## config.mk

```make
export PLATFORM = sky130hd
export DESIGN_NAME = multicycle_controller
export DESIGN_NICKNAME = d
export VERILOG_FILES = /design/src/rtl/multicycle_controller.sv
export SDC_FILE = /design/constraint.sdc
export NUM_CORES = 1
export LEC_CHECK = 0
export CAP_MARGIN = 20
export CORE_ASPECT_RATIO = 0.8
export CORE_MARGIN = 10
export CORE_UTILIZATION = 38
export CTS_BUF_LIST = sky130_fd_sc_hd__clkbuf_4 sky130_fd_sc_hd__clkbuf_8 sky130_fd_sc_hd__clkbuf_16
export DETAILED_ROUTE_END_ITERATION = 7
export GPL_ROUTABILITY_DRIVEN = 0
export PLACE_DENSITY = 0.88
export SYNTH_ARGS = -nofsm -noshare
export SYNTH_HDL_FRONTEND = slang
export SYNTH_SLANG_ARGS = --single-unit
```

## constraint.sdc

```tcl
create_clock -name clk -period 2.4 [get_ports clk]
set_clock_uncertainty 0.05 [all_clocks]
set_input_delay 0.48 -clock clk [delete_from_list [all_inputs] [get_ports clk]]
set_output_delay 0.48 -clock clk [all_outputs]
set_load 0.05 [all_outputs]
```

## src/rtl/multicycle_controller.sv

```systemverilog
// Multicycle RISC-V control FSM: Moore decode of the state register, plus a funct-decoded ALU control.
// Optional LUI support is compiled in with `define MC_LUI_EN; without it the LUI opcode traps.
module multicycle_controller (
  input  logic       clk,
  input  logic       reset,
  input  logic [6:0] opcode,
  input  logic [2:0] funct3,
  input  logic       funct7b5,
  input  logic       zero,
  input  logic       mem_ready,
  output logic       mem_req,
  output logic       mem_write,
  output logic       adr_src,
  output logic       ir_write,
  output logic       pc_write,
  output logic       reg_write,
  output logic [1:0] result_src,
  output logic [1:0] alu_src_a,
  output logic [1:0] alu_src_b,
  output logic [2:0] alu_control,
  output logic [2:0] imm_src,
  output logic       illegal,
  output logic [3:0] state_o
);

  typedef enum logic [3:0] {
    S_FETCH    = 4'd0,
    S_DECODE   = 4'd1,
    S_MEMADR   = 4'd2,
    S_MEMREAD  = 4'd3,
    S_MEMWB    = 4'd4,
    S_MEMWRITE = 4'd5,
    S_EXECR    = 4'd6,
    S_ALUWB    = 4'd7,
    S_EXECI    = 4'd8,
    S_JAL      = 4'd9,
    S_BEQ      = 4'd10,
`ifdef MC_LUI_EN
    S_LUI      = 4'd11,
`endif
    S_TRAP     = 4'd12
  } state_t;

  localparam logic [6:0] OP_LOAD  = 7'b0000011;
  localparam logic [6:0] OP_STORE = 7'b0100011;
  localparam logic [6:0] OP_RTYPE = 7'b0110011;
  localparam logic [6:0] OP_ITYPE = 7'b0010011;
  localparam logic [6:0] OP_JAL   = 7'b1101111;
  localparam logic [6:0] OP_BEQ   = 7'b1100011;
`ifdef MC_LUI_EN
  localparam logic [6:0] OP_LUI   = 7'b0110111;
`endif

  localparam logic [2:0] ALU_ADD = 3'b000;
  localparam logic [2:0] ALU_SUB = 3'b001;
  localparam logic [2:0] ALU_AND = 3'b010;
  localparam logic [2:0] ALU_OR  = 3'b011;
  localparam logic [2:0] ALU_SLT = 3'b101;

  state_t     state_q, state_d;
  logic       illegal_q, illegal_d;
  logic [2:0] alu_dec;
  logic       alu_op_ok;

  // Only EXECR may turn funct3=000 into a subtract; addi never does.
  always_comb begin
    alu_dec   = ALU_ADD;
    alu_op_ok = 1'b1;
    case (funct3)
      3'b000:  alu_dec = (state_q == S_EXECR && funct7b5) ? ALU_SUB : ALU_ADD;
      3'b010:  alu_dec = ALU_SLT;
      3'b110:  alu_dec = ALU_OR;
      3'b111:  alu_dec = ALU_AND;
      default: alu_op_ok = 1'b0;
    endcase
  end

  always_comb begin
    state_d = state_q;
    case (state_q)
      S_FETCH:    if (mem_ready) state_d = S_DECODE;
      S_DECODE: begin
        case (opcode)
          OP_LOAD, OP_STORE: state_d = S_MEMADR;
          OP_RTYPE:          state_d = S_EXECR;
          OP_ITYPE:          state_d = S_EXECI;
          OP_JAL:            state_d = S_JAL;
          OP_BEQ:            state_d = S_BEQ;
`ifdef MC_LUI_EN
          OP_LUI:            state_d = S_LUI;
`endif
          default:           state_d = S_TRAP;
        endcase
      end
      S_MEMADR:   state_d = (opcode == OP_STORE) ? S_MEMWRITE : S_MEMREAD;
      S_MEMREAD:  if (mem_ready) state_d = S_MEMWB;
      S_MEMWB:    state_d = S_FETCH;
      S_MEMWRITE: if (mem_ready) state_d = S_FETCH;
      S_EXECR,
      S_EXECI:    state_d = alu_op_ok ? S_ALUWB : S_TRAP;
      S_ALUWB:    state_d = S_FETCH;
      S_JAL:      state_d = S_ALUWB;
      S_BEQ:      state_d = (funct3 == 3'b000) ? S_FETCH : S_TRAP;
`ifdef MC_LUI_EN
      S_LUI:      state_d = S_ALUWB;
`endif
      S_TRAP:     state_d = S_TRAP;
      default:    state_d = S_TRAP;
    endcase
    illegal_d = illegal_q | (state_d == S_TRAP);
  end

  always_ff @(posedge clk or posedge reset) begin
    if (reset) begin
      state_q   <= S_FETCH;
      illegal_q <= 1'b0;
    end else begin
      state_q   <= state_d;
      illegal_q <= illegal_d;
    end
  end

  // Everything is forced low during reset so no strobe (FETCH's mem_req included) leaks out.
  always_comb begin
    mem_req     = 1'b0;
    mem_write   = 1'b0;
    adr_src     = 1'b0;
    ir_write    = 1'b0;
    pc_write    = 1'b0;
    reg_write   = 1'b0;
    result_src  = 2'b00;
    alu_src_a   = 2'b00;
    alu_src_b   = 2'b00;
    alu_control = ALU_ADD;
    imm_src     = 3'b000;
    if (!reset) begin
      case (state_q)
        S_FETCH: begin
          mem_req    = 1'b1;
          alu_src_b  = 2'b10;
          result_src = 2'b10;
          ir_write   = mem_ready;
          pc_write   = mem_ready;
        end
        S_DECODE: begin
          alu_src_a = 2'b01;
          alu_src_b = 2'b01;
          imm_src   = 3'b010;
        end
        S_MEMADR: begin
          alu_src_a = 2'b10;
          alu_src_b = 2'b01;
          imm_src   = (opcode == OP_STORE) ? 3'b001 : 3'b000;
        end
        S_MEMREAD: begin
          mem_req = 1'b1;
          adr_src = 1'b1;
        end
        S_MEMWB: begin
          result_src = 2'b01;
          reg_write  = 1'b1;
        end
        S_MEMWRITE: begin
          mem_req   = 1'b1;
          mem_write = 1'b1;
          adr_src   = 1'b1;
        end
        S_EXECR: begin
          alu_src_a   = 2'b10;
          alu_control = alu_dec;
        end
        S_EXECI: begin
          alu_src_a   = 2'b10;
          alu_src_b   = 2'b01;
          alu_control = alu_dec;
        end
        S_ALUWB:  reg_write = 1'b1;
        S_JAL: begin
          alu_src_a = 2'b01;
          alu_src_b = 2'b10;
          imm_src   = 3'b011;
          pc_write  = 1'b1;
        end
        S_BEQ: begin
          alu_src_a   = 2'b10;
          alu_control = ALU_SUB;
          pc_write    = zero;
        end
`ifdef MC_LUI_EN
        S_LUI: begin
          alu_src_a = 2'b11;
          alu_src_b = 2'b01;
          imm_src   = 3'b100;
        end
`endif
        default: ;
      endcase
    end
  end

  assign illegal = illegal_q & ~reset;
  assign state_o = state_q;

endmodule

```

======== Word-level counts from Yosys, hierarchy flattened ========
Index checks and enable logic that the tools add are counted.
storage, ports and cells
  flip-flop bits (word level) ............. 5
  input port bits ......................... 15
  logic and storage cells ................. 72
operators by class
  equality and inequality tests ........... 20
  muxes and demuxes ....................... 34
  bitwise operators ....................... 3
  reduce and logical (&&, ||, !) cells .... 13
operators with widths
  cell                                                                   number
  4-bit case mux with 9 select lines                                     1
  4-bit two-way mux                                                      5
  4-bit case mux with 5 select lines                                     1
  4-bit by 3-bit equality test with 1-bit output, second input constant  4
  4-bit equality test, second input constant                             4
  7-bit by 6-bit equality test with 1-bit output, second input constant  2
  7-bit equality test, second input constant                             2
  1-bit two-way mux                                                      14
  2-bit case mux with 2 select lines                                     3
  3-bit case mux with 4 select lines                                     1
  2-bit OR reduction                                                     6
  4-bit by 2-bit equality test with 1-bit output, second input constant  2
  2-bit two-way mux                                                      4
  4-bit OR reduction                                                     2
  7-bit by 2-bit equality test with 1-bit output, second input constant  1
  7-bit by 5-bit equality test with 1-bit output, second input constant  1
  3-bit equality test, second input constant                             2
  3-bit two-way mux                                                      2
  2-bit case mux with 3 select lines                                     1
  3-bit case mux with 2 select lines                                     1
  3-bit OR reduction                                                     2
  4-bit by 1-bit equality test with 1-bit output, second input constant  1
  4-bit logical NOT                                                      1
  3-bit by 2-bit equality test with 1-bit output, second input constant  1
  6 further kinds                                                        6

======== Depth between registers and ports, before layout ========
Gate-level depths: netlist of the first run.
  depth after elaboration ................. 7
  gate-level depth with buffers ........... 6

======== Worst setup path after synthesis of the first run ========
Ideal clock, no wire load.
  path type ............................... reg2out
  start point ............................. reg state_q[0], in the netlist state_o[0]
  end point ............................... out pc_write
  arrival time ............................ 3.632 ns
  path slack .............................. -1.762 ns
  stages on the path, launching flop included .. 6
  cell sequence ........................... dfrtp_1 > buf_2 > or2_2 > nor4_1 > and2_1 > or2_2
between the ends
  word-level cells in the longest chain between the ends .. 3
  elaborated cells on any way between the ends .. 5
  those cells by class .................... eq/ne: 2; mux: 2; reduce/logical: 1
ends and longest elaborated chain
  item                                                             line  source
  start: declaration                                               60    state_t state_q, state_d;
  start signal: assignment                                         118   state_q <= state_d;
  4-bit equality test / 4-bit logical NOT (equally long branches)  137   case (state_q)
  1-bit case mux with 3 select lines (*)                           137
  1-bit two-way mux (*)                                            136   if (!reset) begin
  end: declaration                                                 15    output logic pc_write,
Every way passes the cells marked *; elsewhere a longest branch is shown, timed or not.

======== Worst setup path in the final report of the first run ========
  start point ............................. in opcode[2]
  end point ............................... out imm_src[0]
between the ends
  word-level cells in the longest chain between the ends .. 4
ends and longest elaborated chain
  item                                            line  source
  start: declaration                              6     input logic [6:0] opcode,
  7-bit by 6-bit equality test with 1-bit output  153   imm_src = (opcode == OP_STORE) ? 3'b001 : 3'b000;
  1-bit two-way mux                               153
  2-bit case mux with 3 select lines              137
  2-bit two-way mux                               136
  end: declaration                                21    output logic [2:0] imm_src,
Every way passes these cells.

==> results of run 1 <==
[timing repair]
item,4_1_cts,5_1_grt
pin swaps,4,5
hold buffers,0,0
buffers inserted,5,1
resized for setup,23,6
setup endpoints to repair,2,2
[area by class of cell]
cell class                      instances  area share
Clock buffer                            4      0.0190
Inverter                                5      0.0118
Multi-Input combinational cell         80       0.439
Sequential cell                         5      0.0821
Tap cell                               22      0.0174
Timing Repair Buffer                   56       0.430
[layer usage]
metal | global-route usage | part of all wire | vias up
li1 | - | - | 468
met1 | 0.186 | 0.37 | 495
met2 | 0.323 | 0.49 | 85
met3 | 0.0435 | 0.098 | 19
met4 | 0.0745 | 0.038 | 0
met5 | 0 | 0 | -
[cells by family after synthesis]
logic type	count (synthesis)	synth area share
other	1	0.00526
multiplexers	1	0.0140
flip-flops	5	0.175
XOR/XNOR	2	0.0246
AND/OR/NAND/NOR	52	0.444
buffers and inverters	13	0.0807
adder cells (fa/ha/maj)	1	0.0140
AO/OA/AOI/OAI	23	0.242
[cell usage after synthesis (2+ instances only)]
cell type	number	area (um^2)
or2_2	3	18.8
a211oi_1	2	15.0
nand2b_1	5	31.3
and2_1	2	12.5
a21oi_1	4	20.0
a31oi_1	2	12.5
nand2_1	9	33.8
clkbuf_1	2	7.51
buf_2	4	20.0
o32a_1	2	20.0
nor2_1	5	18.8
or3_4	2	22.5
nand3_1	2	10.0
nor4_1	5	31.3
dfrtp_1	5	125
inv_1	5	18.8
nor2b_1	2	12.5
or3_1	2	12.5
nor3_1	9	45.0
o21ai_0	3	15.0
[sequential cells by signal (all words and copies together), names as in the netlist]
name       count
state_o        4
illegal_q      1
[critical path, stage by stage]
cell	delay, ns
buf_6	0.09
nand4bb_4	0.22
or3_4	0.40
or3_4	0.35
a211oi_4	0.27
buf_12	0.18
[through the flow]
step / setup slack, ns / instance area [um^2]
6_report: -0.122 / 1580
5_1_grt: -0.135 / 1580
4_1_cts: -0.192 / 1570
3_5_place_dp: -0.425 / 1510
3_3_place_gp: -0.359 / 1510
2_1_floorplan: -0.331 / 871
[worst max-delay path by stage]
stage	to	slack, ns	cells after the start
after floorplan	pc_write	-0.33	5
after detailed placement	imm_src[0]	-0.43	6
after global routing	imm_src[0]	-0.13	6
final	imm_src[0]	-0.12	6
after global placement	imm_src[0]	-0.36	6
after CTS	imm_src[0]	-0.19	6
[power groups by stage]
stage / combinational [uW] / sequential (uW) / clock, uW
after detailed placement: 1530 / 178 / 0
final: 1650 / 167 / 111
after floorplan: 873 / 257 / 0
after global routing: 1720 / 171 / 117
after CTS: 1600 / 156 / 108
after global placement: 1470 / 171 / 0
==> reports/results.tsv, run 1 <==
stage	metric	value	unit
final_layout	seq_area	130	um^2
clocking	clk_latency	0.25	ns
worst_setup_path	crit_arrival	1.99	ns
power_and_ir_drop	pwr-share-comb	0.856	
final_layout	multi_input_area	696	um^2
synthesis	yosysSeqAreaShare	0.175	
timing	setup_viol	2	
grt	grt-ovfl-total	0	
grt	grt.total_usage	0.177	
worst_setup_path	r2r_start	state_o[2]	
final_layout	syn_to_final_growth	122	%
grt	grt_pass1_vias	1129	
worst_setup_path	r2r_cells	6	
place	place_inst	162	
synthesis	synthesis.nets	113	
floorplan	dieWidth	68.4	um
timing	grt_setup_unrepaired	yes	
routing	wl_per_cell	22.0	um
final_layout	final_cell_mix	buf_4, buf_12, clkdlybuf4s50_1	
clocking	clock-root-buffer	clkbuf_4	
final_layout	drive_gt1_frac	0.540	
worst_setup_path	start_kind	input port	
final_layout	mostFrequentLayoutCell	buf_4	
grt	grt_antenna_before_repair	0	
timing	setup_ws	-0.122	ns
job	cap_violations	0	
place	io_buffer_count	36	
timing	holdWs	0.410	ns
power_and_ir_drop	pwr-share-seq	0.087	
timing	min_period_over_period	1.05	
min_path	holdPathEnd	illegal_q	
run_status	status	complete, but fails checks	
floorplan	core	0.00171	mm^2
synthesis	ys_warn_count	0	
routing	postRouteAntennaNets	0	
routing	vias	1067	
final_layout	instances_no_fill	172	
clocking	numCtsBuffers	3	
synthesis	synthFlopType	dfrtp_1	
clocking	cts.clk_slew.worst_paths	0.04	ns
synthesis	syn_inst	98	
floorplan	num_rows	13	
power_and_ir_drop	clockPowerShare	0.057	
clocking	clockBufferDepth	2	
place	hpwl	2670	um
worst_setup_path	rrSetupSlack	0.37	ns
floorplan	initial_core_util	0.418	
clocking	tritoncts	yes	
worst_setup_path	crit_path_start	opcode[2]	
power_and_ir_drop	power_switching	1070	uW
timing	relSlewSlack	0.657	
min_path	min_path_type	reg2reg	
routing	viasPerCell	6.20	
routing	drcViolationCount	0	
routing	firstDrtPassIters	4	
synthesis	ys_async_sr_fraction	1.00	
floorplan	die_h	58.8	um
run_status	violations	negative setup slack	
final_layout	n_antenna_cell	0	
routing	drt_iter0_drc	56	
final_layout	nets	166	
power_and_ir_drop	power.density	1220	mW/mm^2
power_and_ir_drop	swShare	0.552	
routing	wirelength	3780	um
synthesis	synth.avg_cell_area	7.28	um^2
clocking	h-tree-depth	1	
floorplan	ios	38	
worst_setup_path	path_class	in2out	
worst_setup_path	crit_required	1.87	ns
grt	grt_max_degree	18	
floorplan	dieArea	0.00402	mm^2
min_path	hold_path_depth	1	
power_and_ir_drop	p_int	866	uW
timing	tns	-0.137	ns
power_and_ir_drop	ir_worst_vdd	0.817	mV
synthesis	netlist_area	713	um^2
synthesis	synth-edff-count	0	
worst_setup_path	worstSetupEndpointType	output pin	
timing	tightestPinTransition	0.513	ns
synthesis	yosysUniqueCellTypes	43	
worst_setup_path	critical_path_peak_fanout	2	
power_and_ir_drop	power.leakage	0.000611	uW
worst_setup_path	reg2reg_to	illegal_q	
timing	slew_viol_final	0	
clocking	cts.sinks	5	
final_layout	fillerInstances	56	
timing	fmax	397	MHz
min_path	min-delay-start	illegal_q	
final_layout	utilization	0.927	
synthesis	synth-seq-cells	5	
grt	grt_pass1_wl	5680	um
timing	period_needed	2.52	ns
power_and_ir_drop	power.total	1930	uW
timing	hold_viol_final	0	
No activity file was read; power rests on OpenSTA's default activity.
==> run 2, diff against run 1 <==
- CAP_MARGIN: 20 -> default
==> results of run 2 <==
Same layout as run 1: the final DEF is identical, and so are final timing and power.
==> run 3, diff against run 2 <==
--- a/config.mk
+++ b/config.mk
@@ -6,11 +6,13 @@
 export NUM_CORES = 1
 export LEC_CHECK = 0
-export CORE_ASPECT_RATIO = 0.8
+export CELL_PAD_IN_SITES_DETAIL_PLACEMENT = 0
+export CELL_PAD_IN_SITES_GLOBAL_PLACEMENT = 1
+export CORE_ASPECT_RATIO = 0.6
 export CORE_MARGIN = 10
-export CORE_UTILIZATION = 38
+export CORE_UTILIZATION = 26
 export CTS_BUF_LIST = sky130_fd_sc_hd__clkbuf_4 sky130_fd_sc_hd__clkbuf_8 sky130_fd_sc_hd__clkbuf_16
 export DETAILED_ROUTE_END_ITERATION = 7
 export GPL_ROUTABILITY_DRIVEN = 0
-export PLACE_DENSITY = 0.88
+export PLACE_DENSITY = 0.89
 export SYNTH_ARGS = -nofsm -noshare
 export SYNTH_HDL_FRONTEND = slang
--- a/constraint.sdc
+++ b/constraint.sdc
@@ -3,3 +3,3 @@
 set_input_delay 0.48 -clock clk [delete_from_list [all_inputs] [get_ports clk]]
 set_output_delay 0.48 -clock clk [all_outputs]
-set_load 0.05 [all_outputs]
+set_load 0.02 [all_outputs]
==> run 3 against run 2 <==
Net effect:
- the run still ends with negative setup slack left
- via count down 6.6%
- critical path depth decreased by 1
- worst setup slack gained 0.10 ns
- final area fell by 12%
- sequential share of layout area increased by 0.77 points
- register-to-register slack improved by 0.13 ns
- flip-flop and latch count stayed put
- routed wire length is 25% lower
- highest routed layer unchanged
==> reports/results.tsv, run 3 (same netlist as run 1, synthesis figures left out) <==
stage	metric	value	unit
final_layout	largest_register_ffs	4	
timing	slew_viol_final	0	
worst_setup_path	crit_path_frequent_cell	or3_4	
final_layout	n_antenna_cell	0	
routing	drt_iter0_drc	35	
floorplan	die_h	60.6	um
worst_setup_path	r2r_cells	6	
clocking	clock-root-buffer	clkbuf_8	
final_layout	nets	184	
worst_setup_path	crit_required	1.87	ns
timing	setup_ws	-0.0218	ns
grt	grt_pass1_vias	984	
timing	min_period_over_period	1.01	
power_and_ir_drop	power.leakage	0.000688	uW
worst_setup_path	r2r_start	state_o[1]	
grt	grt.total_usage	0.106	
power_and_ir_drop	ir_worst_vdd	0.386	mV
grt	grt_max_degree	14	
worst_setup_path	critical_path_peak_fanout	2	
grt	grt-ovfl-total	0	
final_layout	multi_input_area	559	um^2
place	post-place-ws	-0.864	ns
clocking	h-tree-depth	1	
place	hpwl	2430	um
timing	setup_viol	1	
routing	postRouteAntennaNets	0	
worst_setup_path	crit_path_start	opcode[6]	
floorplan	dieWidth	87.6	um
min_path	min_path_type	reg2reg	
clocking	clk_latency	0.22	ns
routing	wl_per_cell	14.1	um
final_layout	final_cell_mix	buf_4, clkdlybuf4s50_1, nand2_1, nor3_1, dlygate4sd2_1	
routing	wirelength	2820	um
worst_setup_path	start_kind	input port	
place	io_buffer_count	36	
routing	drcViolationCount	0	
min_path	min-delay-start	illegal_q	
min_path	holdPathEnd	illegal_q	
clocking	cts.clk_slew.worst_paths	0.03	ns
worst_setup_path	slowest_stage	or3_4	
floorplan	ios	38	
job	cap_violations	0	
final_layout	seq_area	125	um^2
worst_setup_path	worstSetupEndpointType	output pin	
min_path	hold_path_depth	1	
floorplan	core	0.00256	mm^2
final_layout	syn_to_final_growth	95.3	%
timing	hold_viol_final	0	
clocking	tritoncts	yes	
worst_setup_path	crit_arrival	1.89	ns
power_and_ir_drop	power.total	1430	uW
routing	firstDrtPassIters	4	
floorplan	dieArea	0.00531	mm^2
power_and_ir_drop	power.density	1020	mW/mm^2
clocking	clockBufferDepth	2	
grt	grt_antenna_before_repair	0	
final_layout	fillerInstances	236	
clocking	numCtsBuffers	3	
final_layout	mostFrequentLayoutCell	buf_4	
floorplan	initial_core_util	0.279	
run_status	violations	negative setup slack	
worst_setup_path	slowest_delay	0.39	ns
routing	viasPerCell	4.99	
worst_setup_path	path_cells	dlygate4sd2_1, or3_4, or3_4, a211oi_2, buf_4	
worst_setup_path	path_class	in2out	
final_layout	drive_gt1_frac	0.411	
timing	grt_setup_unrepaired	yes	
worst_setup_path	rrSetupSlack	0.50	ns
worst_setup_path	reg2reg_to	state_o[0]	
clocking	cts.sinks	5	
grt	grt_pass1_wl	4630	um
timing	period_needed	2.42	ns
run_status	status	complete, but fails checks	
floorplan	num_rows	14	
final_layout	utilization	0.545	
routing	vias	997	
clocking	ctsHoldBuffers	0	
timing	fmax	413	MHz
[run 3: what timing repair did]
item                                    in CTS  in global routing
hold endpoints to repair                     0                  0
resized for setup                           44                 16
setup buffers                                1                  0
pin swaps                                    4                  4
endpoints found under the setup margin      18                  8
[run 3: per-layer routing]
| layer | up-vias | global-route usage | share of wire |
|---|---|---|---|
| met4 | 0 | 0.0339 | 0.013 |
| met3 | 4 | 0.0307 | 0.13 |
| met1 | 448 | 0.141 | 0.44 |
| met2 | 47 | 0.161 | 0.42 |
| li1 | 498 | - | - |
| met5 | - | 0 | 0 |
[run 3: how the worst max path moves through the flow]
stage,endpoint,slack [ns]
2_1_floorplan,pc_write,-0.08
3_3_place_gp,imm_src[0],-0.85
3_5_place_dp,imm_src[0],-0.86
4_1_cts,imm_src[0],-0.10
5_1_grt,imm_src[0],-0.08
6_report,imm_src[0],-0.02
[run 3: final cells by class]
| cell class | count | share of cell area |
|---|---|---|
| Tap cell | 32 | 0.0288 |
| Clock buffer | 4 | 0.0350 |
| Sequential cell | 5 | 0.0898 |
| Multi-Input combinational cell | 80 | 0.402 |
| Timing Repair Buffer | 74 | 0.431 |
| Inverter | 5 | 0.0135 |
[run 3: power breakdown]
part | switching [uW] | internal, uW | total, uW
logic | 575 | 545 | 1120
clock network | 39.8 | 125 | 165
registers | 24.6 | 117 | 142
total | 640 | 787 | 1430
[run 3: critical path, delay by kind of cell]
family	cells	cell delay (ns)
simple gates	2	0.76
compound gates	1	0.22
buf+inv	2	0.42
[run 3: stage by stage]
step                      hold WS, ns  cells  instance area (um^2)  setup TNS [ns]
after CTS                       0.409    200                  1410          -0.103
after global placement          0.386    195                  1370           -4.78
after detailed placement        0.388    195                  1370           -4.88
after global routing            0.451    200                  1390         -0.0834
after floorplan                 0.217     98                   727         -0.0802
final                           0.408    200                  1390         -0.0218
